$ cat config.mk
export PLATFORM = sky130hd
export DESIGN_NAME = lvt_bram_arbiter
export DESIGN_NICKNAME = d
export VERILOG_FILES = /design/src/rtl/lvt_bram_pkg.sv /design/src/rtl/lvt_bram_arbiter_rr_pick4.sv /design/src/rtl/lvt_bram_arbiter.sv
export SDC_FILE = /design/constraint.sdc
export NUM_CORES = 1
export LEC_CHECK = 0
export CORE_ASPECT_RATIO = 1.75
export CORE_MARGIN = 2
export CORE_UTILIZATION = 47
export CTS_CLUSTER_DIAMETER = 200
export CTS_CLUSTER_SIZE = 24
export DETAILED_ROUTE_END_ITERATION = 8
export GPL_TIMING_DRIVEN = 1
export PLACE_DENSITY = 0.88
export SLEW_MARGIN = 25
export SYNTH_ARGS = -nofsm -noshare
export SYNTH_HDL_FRONTEND = slang
export SYNTH_SLANG_ARGS = --single-unit
export TNS_END_PERCENT = 50
$ cat constraint.sdc
create_clock -name clk -period 25.3 [get_ports clk]
set_input_delay 6.325 -clock clk [delete_from_list [all_inputs] [get_ports clk]]
set_output_delay 6.325 -clock clk [all_outputs]
set_load 0.03 [all_outputs]
$ cat src/rtl/lvt_bram_pkg.sv
// Shared definitions for the LVT BRAM arbiter: FSM states, requester counts
// and the rotating-priority pick used by every arbitration point.
package lvt_bram_pkg;

    localparam int N_WR = 4;
    localparam int N_RD = 2;

    typedef enum logic [0:0] {
        ST_INIT = 1'b0,
        ST_RUN  = 1'b1
    } state_t;

    // Returns {found, index} of the first set bit of req at or after ptr, wrapping.
    function automatic logic [2:0] rr_pick(input logic [3:0] req, input logic [1:0] ptr);
        logic [2:0] res;
        logic [1:0] idx;
        res = 3'b000;
        for (int k = 3; k >= 0; k--) begin
            idx = ptr + 2'(k);
            if (req[idx]) begin
                res = {1'b1, idx};
            end
        end
        return res;
    endfunction

endpackage

$ cat src/rtl/lvt_bram_arbiter_rr_pick4.sv
// Four-way rotating-priority picker; requesters set in i_excl are never chosen.
module rr_pick4
    import lvt_bram_pkg::*;
(
    input  logic [3:0] i_req,
    input  logic [3:0] i_excl,
    input  logic [1:0] i_ptr,
    output logic       o_found,
    output logic [1:0] o_idx
);

    logic [2:0] w_pick;

    assign w_pick  = rr_pick(i_req & ~i_excl, i_ptr);
    assign o_found = w_pick[2];
    assign o_idx   = w_pick[1:0];

endmodule

$ cat src/rtl/lvt_bram_arbiter.sv
// Arbitrates 4 write and 2 read requesters onto a 2W/1R BRAM, and clears the
// whole memory (both write ports, one half each) after reset or on request.
module lvt_bram_arbiter
    import lvt_bram_pkg::*;
#(
    parameter int ADDR_WIDTH = 8,
    parameter int DATA_WIDTH = 8
) (
    input  logic                       clk,
    input  logic                       rst,
    input  logic [3:0]                 wr_req_valid,
    output logic [3:0]                 wr_req_ready,
    input  logic [4*ADDR_WIDTH-1:0]    wr_req_addr,
    input  logic [4*DATA_WIDTH-1:0]    wr_req_data,
    input  logic [1:0]                 rd_req_valid,
    output logic [1:0]                 rd_req_ready,
    input  logic [2*ADDR_WIDTH-1:0]    rd_req_addr,
    output logic [1:0]                 rd_rsp_valid,
    output logic [DATA_WIDTH-1:0]      rd_rsp_data,
    input  logic                       clr_req,
    output logic                       init_done,
    output logic [ADDR_WIDTH-1:0]      wr0_addr,
    output logic [ADDR_WIDTH-1:0]      wr1_addr,
    output logic [DATA_WIDTH-1:0]      wr0_data,
    output logic [DATA_WIDTH-1:0]      wr1_data,
    output logic                       wr0_en,
    output logic                       wr1_en,
    output logic [ADDR_WIDTH-1:0]      rd0_addr,
    output logic                       rd0_en,
    input  logic [DATA_WIDTH-1:0]      rd0_data
);

    localparam int HALF_W = ADDR_WIDTH - 1;

    state_t              r_state;
    logic [HALF_W-1:0]   r_cnt;
    logic [1:0]          r_wp;
    logic                r_rp;
    logic [N_RD-1:0]     r_rsp_vld_p1;

    logic                w_run;
    logic                w_init_en;
    logic [ADDR_WIDTH-1:0] w_waddr [N_WR];
    logic [DATA_WIDTH-1:0] w_wdata [N_WR];
    logic [ADDR_WIDTH-1:0] w_raddr [N_RD];

    logic [N_WR-1:0]     w_wreq;
    logic [N_WR-1:0]     w_wreq1;
    logic [N_WR-1:0]     w_same;
    logic                w_g0;
    logic                w_g1;
    logic [1:0]          w_i0;
    logic [1:0]          w_i1;
    logic [1:0]          w_i0_nxt;
    logic [N_WR-1:0]     w_wgrant;
    logic [1:0]          w_wp_nxt;

    logic [N_RD-1:0]     w_rreq;
    logic                w_rgrant_any;
    logic                w_rsel;
    logic [N_RD-1:0]     w_rgrant;

    for (genvar gi = 0; gi < N_WR; gi++) begin : g_wr_unpack
        assign w_waddr[gi] = wr_req_addr[gi*ADDR_WIDTH +: ADDR_WIDTH];
        assign w_wdata[gi] = wr_req_data[gi*DATA_WIDTH +: DATA_WIDTH];
    end

    for (genvar gj = 0; gj < N_RD; gj++) begin : g_rd_unpack
        assign w_raddr[gj] = rd_req_addr[gj*ADDR_WIDTH +: ADDR_WIDTH];
    end

    // A clear request in RUN suppresses every grant in that same cycle.
    assign w_run     = (r_state == ST_RUN) && !clr_req;
    assign w_init_en = (r_state == ST_INIT) && !rst;

    assign w_wreq = w_run ? wr_req_valid : '0;

    rr_pick4 u_pick_wr0 (
        .i_req   (w_wreq),
        .i_excl  (4'b0000),
        .i_ptr   (r_wp),
        .o_found (w_g0),
        .o_idx   (w_i0)
    );

    always_comb begin
        w_same = '0;
        for (int i = 0; i < N_WR; i++) begin
            w_same[i] = (w_waddr[i] == w_waddr[w_i0]);
        end
    end

    // Port 1 searches onward from port 0's winner, skipping any requester
    // that targets port 0's address (port 0's winner included).
    assign w_wreq1  = w_g0 ? w_wreq : '0;
    assign w_i0_nxt = w_i0 + 2'd1;

    rr_pick4 u_pick_wr1 (
        .i_req   (w_wreq1),
        .i_excl  (w_same),
        .i_ptr   (w_i0_nxt),
        .o_found (w_g1),
        .o_idx   (w_i1)
    );

    always_comb begin
        w_wgrant = '0;
        if (w_g0) begin
            w_wgrant[w_i0] = 1'b1;
        end
        if (w_g1) begin
            w_wgrant[w_i1] = 1'b1;
        end
    end

    always_comb begin
        w_wp_nxt = r_wp;
        if (w_g1) begin
            w_wp_nxt = w_i1 + 2'd1;
        end else if (w_g0) begin
            w_wp_nxt = w_i0_nxt;
        end
    end

    // Reads that collide with a write issued this cycle retry next cycle.
    always_comb begin
        w_rreq = '0;
        for (int j = 0; j < N_RD; j++) begin
            w_rreq[j] = w_run && rd_req_valid[j]
                     && !(w_g0 && (w_raddr[j] == w_waddr[w_i0]))
                     && !(w_g1 && (w_raddr[j] == w_waddr[w_i1]));
        end
    end

    assign w_rgrant_any = |w_rreq;
    assign w_rsel       = w_rreq[r_rp] ? r_rp : ~r_rp;

    always_comb begin
        w_rgrant = '0;
        if (w_rgrant_any) begin
            w_rgrant[w_rsel] = 1'b1;
        end
    end

    assign wr_req_ready = w_wgrant;
    assign rd_req_ready = w_rgrant;

    assign wr0_en   = w_init_en | w_g0;
    assign wr1_en   = w_init_en | w_g1;
    assign wr0_addr = w_init_en ? {1'b0, r_cnt} : (w_g0 ? w_waddr[w_i0] : '0);
    assign wr1_addr = w_init_en ? {1'b1, r_cnt} : (w_g1 ? w_waddr[w_i1] : '0);
    assign wr0_data = w_g0 ? w_wdata[w_i0] : '0;
    assign wr1_data = w_g1 ? w_wdata[w_i1] : '0;

    assign rd0_en   = w_rgrant_any;
    assign rd0_addr = w_rgrant_any ? w_raddr[w_rsel] : '0;

    assign rd_rsp_valid = r_rsp_vld_p1;
    assign rd_rsp_data  = rd0_data;
    assign init_done    = (r_state == ST_RUN);

    // Stage p0 -> p1: BRAM read latency is one cycle, so the response
    // valid simply trails the read grant.
    always_ff @(posedge clk or posedge rst) begin
        if (rst) begin
            r_state      <= ST_INIT;
            r_cnt        <= '0;
            r_wp         <= 2'd0;
            r_rp         <= 1'b0;
            r_rsp_vld_p1 <= '0;
        end else begin
            r_rsp_vld_p1 <= w_rgrant;
            case (r_state)
                ST_INIT: begin
                    r_cnt <= r_cnt + 1'b1;
                    if (&r_cnt) begin
                        r_state <= ST_RUN;
                    end
                end
                ST_RUN: begin
                    if (clr_req) begin
                        r_state <= ST_INIT;
                        r_cnt   <= '0;
                    end else begin
                        r_wp <= w_wp_nxt;
                        if (w_rgrant_any) begin
                            r_rp <= ~w_rsel;
                        end
                    end
                end
                default: begin
                    r_state <= ST_INIT;
                    r_cnt   <= '0;
                end
            endcase
        end
    end

endmodule

After elaboration in Yosys (flattened, before gate mapping) --
Index checks and enable logic that the tools add are counted.
Word-level totals: bits in registers 13, bits of input ports 97, output and inout port bits 60, word-level logic and storage cells 146
Operators by class: $add $sub $neg 9, magnitude comparators 18, equality and inequality tests 9, mux-type cells 67, bitwise operators 12, reduce and logical (&&, ||, !) cells 26
Operators with widths (count):
- $mux 8 | 18
- $bmux 8 s2 | 4
- $eq 8x8->1 | 8
- $lt 2x3->1 const B | 10
- $mux 3 | 8
- $bmux 1 s2 | 8
- $mux 1 | 16
- $mux 4 | 4
- $logic_and 1x1->1 | 15
- $pmux 7 s2 | 1
- $add 2x1->2 const B | 4
- $add 2x2->2 const B | 4
- $add 7x1->7 const B | 1
- $mux 7 | 1
- $reduce_and 7->1 | 1
- $ge 3x3->1 const B | 2
- $logic_not 1->1 | 6
- $mux 2 | 3
- $not 2->3 | 2
- $reduce_and 3->1 | 2
- $and 4x4->4 | 1
- $demux 1 s2 | 2
- $ge 2x1->1 const B | 2
- $lt 1x2->1 const B | 2
- 12 further kinds | 16

Logic depth before layout (Yosys ltp) --
word-level depth 38, gate-level depth with buffers 22, mapped depth without buffers 17

Cells and area by module --
A second synthesis with hierarchy kept.
Second synthesis, totals: cells, all modules 353, area total of the unflattened synthesis 3254.4 µm²
By module, submodules not included:
- lvt_bram_arbiter | times used 1, cells an instance 323, area an instance 3006.6 µm², sequential area each 325.3 µm²
- rr_pick4 | times used 2, cells an instance 15, area an instance 123.9 µm², sequential area each 0.0 µm²

Least setup slack after synthesis --
Ideal clock, no wire load.
kind input port to output port, start input port wr_req_valid[0], end output port rd0_addr[0], arrival time 10799 ps, required time 18975 ps, setup slack 8176 ps, cell stages on the path 18, buffers on the path 3, cell sequence or3b_1 a2111oi_2 a211o_1 buf_6 mux2i_1 xor2_1 a311oi_2 a22o_1 a211oi_1 buf_6 buf_6 mux2i_1 mux2i_1 xnor2_1 nand3_1 or4_4 a211oi_4 a22o_1
On the way: cells in the longest elaborated chain, start to end 36, elaborated cells between the ends (all ways) 69, classes of those cells 4 x add/sub; 8 x eq/ne; 39 x mux; 5 x bitwise; 13 x reduce/logical
RTL lines:
- start, declared | RTL line lvt_bram_arbiter.sv:11 | input logic [3:0] wr_req_valid,
- $mux 4 * | RTL line lvt_bram_arbiter.sv:76 | assign w_wreq = w_run ? wr_req_valid : '0;
- $bmux 1 s2 | RTL line lvt_bram_pkg.sv:20 | if (req[idx]) begin
- $mux 1 (implied by the code) | RTL line lvt_bram_pkg.sv:20
- $mux 3 (4 in series) | RTL line lvt_bram_pkg.sv:20
- $not 2->3 (implied by the code) | RTL line lvt_bram_arbiter.sv:89, lvt_bram_arbiter.sv:130
- $bmux 8 s2 | RTL line lvt_bram_arbiter.sv:89, lvt_bram_arbiter.sv:130
- $mux 8 (implied by the code) (2 in series) | RTL line lvt_bram_arbiter.sv:89, lvt_bram_arbiter.sv:130
- $eq 8x8->1 | RTL line lvt_bram_arbiter.sv:89 | w_same[i] = (w_waddr[i] == w_waddr[w_i0]);
- [13 not listed]
- $logic_and 1x1->1 | RTL line lvt_bram_arbiter.sv:131 | && !(w_g1 && (w_raddr[j] == w_waddr[w_i1]));
- $logic_not 1->1 | RTL line lvt_bram_arbiter.sv:131
- $logic_and 1x1->1 | RTL line lvt_bram_arbiter.sv:131
- $mux 1 (implied by the code) (2 in series) | RTL line lvt_bram_arbiter.sv:136 | assign w_rsel = w_rreq[r_rp] ? r_rp : ~r_rp;
- $mux 1 | RTL line lvt_bram_arbiter.sv:136
- $not 1->2 (implied by the code) | RTL line lvt_bram_arbiter.sv:156 | assign rd0_addr = w_rgrant_any ? w_raddr[w_rsel] : '0;
- $mux 8 (implied by the code) (3 in series) | RTL line lvt_bram_arbiter.sv:156
- $mux 8 * | RTL line lvt_bram_arbiter.sv:156
- end, declared | RTL line lvt_bram_arbiter.sv:28 | output logic [ADDR_WIDTH-1:0] rd0_addr,
Every way passes the cells marked *; elsewhere a longest branch is shown, timed or not. The select of a mux whose other input is x is not followed.

Final worst setup path --
start input port clr_req, end output port rd0_addr[4]
On the way: cells in the longest elaborated chain, start to end 38, elaborated cells between the ends (all ways) 73, classes of those cells 4 x add/sub; 8 x eq/ne; 39 x mux; 5 x bitwise; 17 x reduce/logical
RTL lines:
- start, declared | RTL line lvt_bram_arbiter.sv:20 | input logic clr_req,
- $logic_not 1->1 * | RTL line lvt_bram_arbiter.sv:73 | assign w_run = (r_state == ST_RUN) && !clr_req;
- $logic_and 1x1->1 * | RTL line lvt_bram_arbiter.sv:73
- $mux 4 | RTL line lvt_bram_arbiter.sv:76
- $bmux 1 s2 | RTL line lvt_bram_pkg.sv:20
- $mux 1 (implied by the code) | RTL line lvt_bram_pkg.sv:20
- $mux 3 (4 in series) | RTL line lvt_bram_pkg.sv:20
- $not 2->3 (implied by the code) | RTL line lvt_bram_arbiter.sv:89, lvt_bram_arbiter.sv:130
- $bmux 8 s2 | RTL line lvt_bram_arbiter.sv:89, lvt_bram_arbiter.sv:130
- [16 not listed]
- $logic_and 1x1->1 | RTL line lvt_bram_arbiter.sv:131
- $logic_not 1->1 | RTL line lvt_bram_arbiter.sv:131
- $logic_and 1x1->1 | RTL line lvt_bram_arbiter.sv:131
- $mux 1 (implied by the code) (2 in series) | RTL line lvt_bram_arbiter.sv:136
- $mux 1 | RTL line lvt_bram_arbiter.sv:136
- $not 1->2 (implied by the code) | RTL line lvt_bram_arbiter.sv:156
- $mux 8 (implied by the code) (3 in series) | RTL line lvt_bram_arbiter.sv:156
- $mux 8 * | RTL line lvt_bram_arbiter.sv:156
Marked as above.

==> results.md <==
* Gates resized, CTS repair at 0
* Maximum number of pins on one net before global-route repair at 39
* Clock root buffer: clkbuf_16
* Number of antenna violations at the first check in global routing at 0
* Antenna diode count at 0
* Max_cap viols at 0
* Max Fanout on Critical Path at 36
* Outcome: completed
* Combinational share of power at 0.573
* Headroom to the max-slew limit at 0.405
* Overall routed net length at 13100 µm
* Number of buffers inserted for hold repair after clock tree synthesis at 0
* Number of buffers added by the clock tree synthesis step at 3
* Avg Vias per Cell at 6.09
* Net count of the finished layout at 713
* Syn Inst Count at 517
* Final hold viol count at 0
* HPWL after detailed placement at 10400 µm
* Die width at 69.9 µm
* RePlAce Congestion at 0.988
* Maximum clock frequency at 50.2 MHz
* EDFF count, synth at 0
* Layout overhead on the synthesized area at 38.6%
* Mapped Avg Cell Area at 6.90 µm²
* Core area at 7460 µm²
* Sort of element at the end of the critical path: primary output
* Layout cell share with drive strength beyond 1 at 0.0479
* Fill cells at 659
* Area used by sequential logic in the layout at 325 µm²
* Post-synthesis sequential area ratio at 0.0911
* Setup Total Neg Slack at 0 ps
* First-pass GRT wire length at 20800 µm
* Total number of vias at 4225
* Total GRT Usage at 0.304
* Internal portion of total power at 93.6 µW
* CP Launch Type: input port
* Crit share post-route at 0.788
* Clock edge transition at the registers on the reported setup and hold paths at 50 ps
* IR drop worst, VDD at 0.0250 mV
* Buffers from clock root to sink, at most at 2
* Leakage power at 0.00187 µW
* Number of setup buffers added after CTS at 0
* Most used routing layer: met2
* # setup viols final at 0
* Worst min path class: reg2reg
* DRC at 0
* Number of nets with antenna violations after detailed routing at 0
* Syn Nets at 623
* Insertion delay to the later sink of the worst-skew pair at 250 ps
* Summed instance area of the synthesized netlist at 3570 µm²
* Final-report max-slew violation count at 0
* Initial core utilization at 0.478
* Portion of total power attributed to sequential cells at 0.235
* Die Outline Area at 8340 µm²
* Number of top-level design ports at 157
* Multi-input logic area at 2910 µm²
* Critical path arrival at 13610 ps
* Library cells used by synthesis at 58
* Switching share of power at 0.435
* Total power per unit cell area at 33.5 nW/µm²
* Minimum clock period at 19930 ps
* Worst hold slack across all endpoints at 543 ps
* Number of synthesis warnings at 0
* Vert. Die Dim at 119 µm
* Total instance count after detailed placement at 690
* Fraction of synthesis flops using an asynchronous set or reset pin at 1.00
* Util after Layout at 0.663
* Iteration-0 DRC Markers at 205
* Number of standard cells in the final layout excluding fillers at 694
* Buffers added on ports at 140
* Met2 global-route usage at 0.550
* Number of sinks driven by the clock tree at 13
* TritonCTS clock tree: built
* Routed wire length per instance at 18.8 µm
* Post-route clock skew at 1.56 ps
* Number of iterations in the first detailed-routing pass at 4
* Setup repair after global routing missed its margin: no
* Number of synthesized register bits at 13
* Number of H-tree levels at 1
* Clock power share at 0.191
* WP data required at 18980 ps
* Total congestion overflow after global routing at 0
* Start-to-end type of the worst setup path: in2out
* Met3 track utilization from global routing at 0.0212
* Number of placement rows at 42
* Worst Max-Slew Pin Slew at 893 ps
* Global-route met1 utilization at 0.349
* Switching power total at 72.0 µW
* Most frequently used flop master after synthesis: dfrtp_1
* Vias in the first global route at 4232
cells by family after synthesis:
kind of cell / Yosys count / share of synthesized area
AO/OA/AOI/OAI: 101 / 0.202
adder cells (fa/ha/maj): 9 / 0.0315
XOR/XNOR: 81 / 0.199
buffers and inverters: 82 / 0.103
flip-flops: 13 / 0.0911
AND/OR/NAND/NOR: 184 / 0.238
multiplexers: 47 / 0.135
placed cells by master (no fill, tap or decap), types with 2 or more instances in the layout:
master	netlist	final
nand2b_1	4	4
a21o_1	2	2
nor4_1	5	5
o211ai_1	2	2
a31oi_1	4	4
clkbuf_16	0	3
a311oi_1	9	8
and3_1	12	12
nand3_1	16	16
nand4_1	7	7
o22ai_1	2	2
o31ai_1	4	4
ha_1	9	9
buf_4	10	5
mux2_2	9	9
a211oi_1	10	9
nand4b_1	2	2
inv_1	20	20
o21ai_0	38	38
a211oi_4	1	2
nand3b_1	2	2
a22o_1	10	10
nor2b_1	2	2
xnor2_1	39	39
nor3_1	6	6
nor2_1	23	23
mux2i_1	37	37
a21oi_1	4	4
and2_1	2	2
dfrtp_1	13	13
clkdlybuf4s50_1	0	140
xor2_1	42	42
nand2_1	97	97
layout make-up:
type                    count  area share
flip-flops and latches     13      0.0658
inverters                  22      0.0167
repair buffers            145       0.291
well taps                  88      0.0223
clock inverters             1     0.00101
multi-input cells         422       0.588
clock buffers               3      0.0152
worst paths after layout:
path,cells after the start,end,from,slack [ps]
worst max-delay path,19,rd0_addr[4],clr_req,5370
worst min-delay path,1,r_cnt[6],r_cnt[6],540
worst max register to register,16,rd_rsp_valid[0],init_done,18530
worst min register to register,1,r_cnt[6],r_cnt[6],540
max in group asynchronous,2,init_done,rst,18400
min in group asynchronous,2,rd_rsp_valid[0],rst,6540
synthesized netlist by cell type (2+ instances only):
library cell  instances  share of area
a22o_1               10          0.025
nor3_1                6         0.0084
a31oi_1               4         0.0070
a211oi_1             10          0.021
mux2i_1              37           0.10
mux2_2                9          0.028
clkbuf_1             41          0.043
inv_1                20          0.021
buf_4                10          0.021
o211ai_1              2         0.0042
nor2_1               23          0.024
nand2b_1              4         0.0070
a21oi_1               4         0.0056
nor3b_1               2         0.0042
xnor2_1              39          0.096
nand3b_1              2         0.0042
nand3_1              16          0.022
and2_1                2         0.0035
a311oi_1              9          0.022
nand4_1               7          0.012
o31ai_1               4         0.0084
ha_1                  9          0.032
o22ai_1               2         0.0035
and3_1               12          0.021
nor2b_1               2         0.0035
buf_6                 3         0.0095
nand2_1              97           0.10
nand4b_1              2         0.0049
o21ai_0              38          0.053
buf_1                 5         0.0053
dfrtp_1              13          0.091
nor4_1                5         0.0088
xor2_1               42           0.10
a21o_1                2         0.0042
flip-flops by register name, indices dropped and copies added, names as in the netlist:
register	flops
init_done	1
r_cnt	7
r_rp	1
r_wp	2
rd_rsp_valid	2
per-layer routing:
metal,vias to the layer above,share of wire
met4,0,0.054
met3,58,0.057
met1,2003,0.37
met5,-,0
li1,1949,-
met2,215,0.52
power by group through the flow:
stage                     logic (µW)  registers (µW)  clock network [µW]
final                           95.0            39.0                31.7
after global routing             102            39.9                32.7
after CTS                       94.4            38.3                31.7
after detailed placement        93.9            38.2                   0
after global placement          91.6            38.3                   0
after floorplan                 57.5            34.9                   0
critical path: stages:
cell,delay [ps]
clkdlybuf4s50_1,470
nor2b_1,670
and3_1,280
a211o_1,700
inv_2,490
nor3_1,310
o32ai_1,100
o31ai_1,600
a22o_1,310
a211oi_4,70
buf_4,310
mux2i_1,180
mux2i_1,380
xnor2_1,170
nand4_1,130
or4_4,580
a211oi_4,530
a22o_1,280
clkdlybuf4s50_1,690
per-stage QoR:
stage | setup slack, ps | area [µm²] | power [µW]
after global routing | 5070 | 4950 | 174
after CTS | 5510 | 4940 | 164
final | 5370 | 4950 | 166
after floorplan | 8180 | 3570 | 92.4
after global placement | 5760 | 4860 | 130
after detailed placement | 5520 | 4860 | 132
No activity file was read; power rests on OpenSTA's default activity.
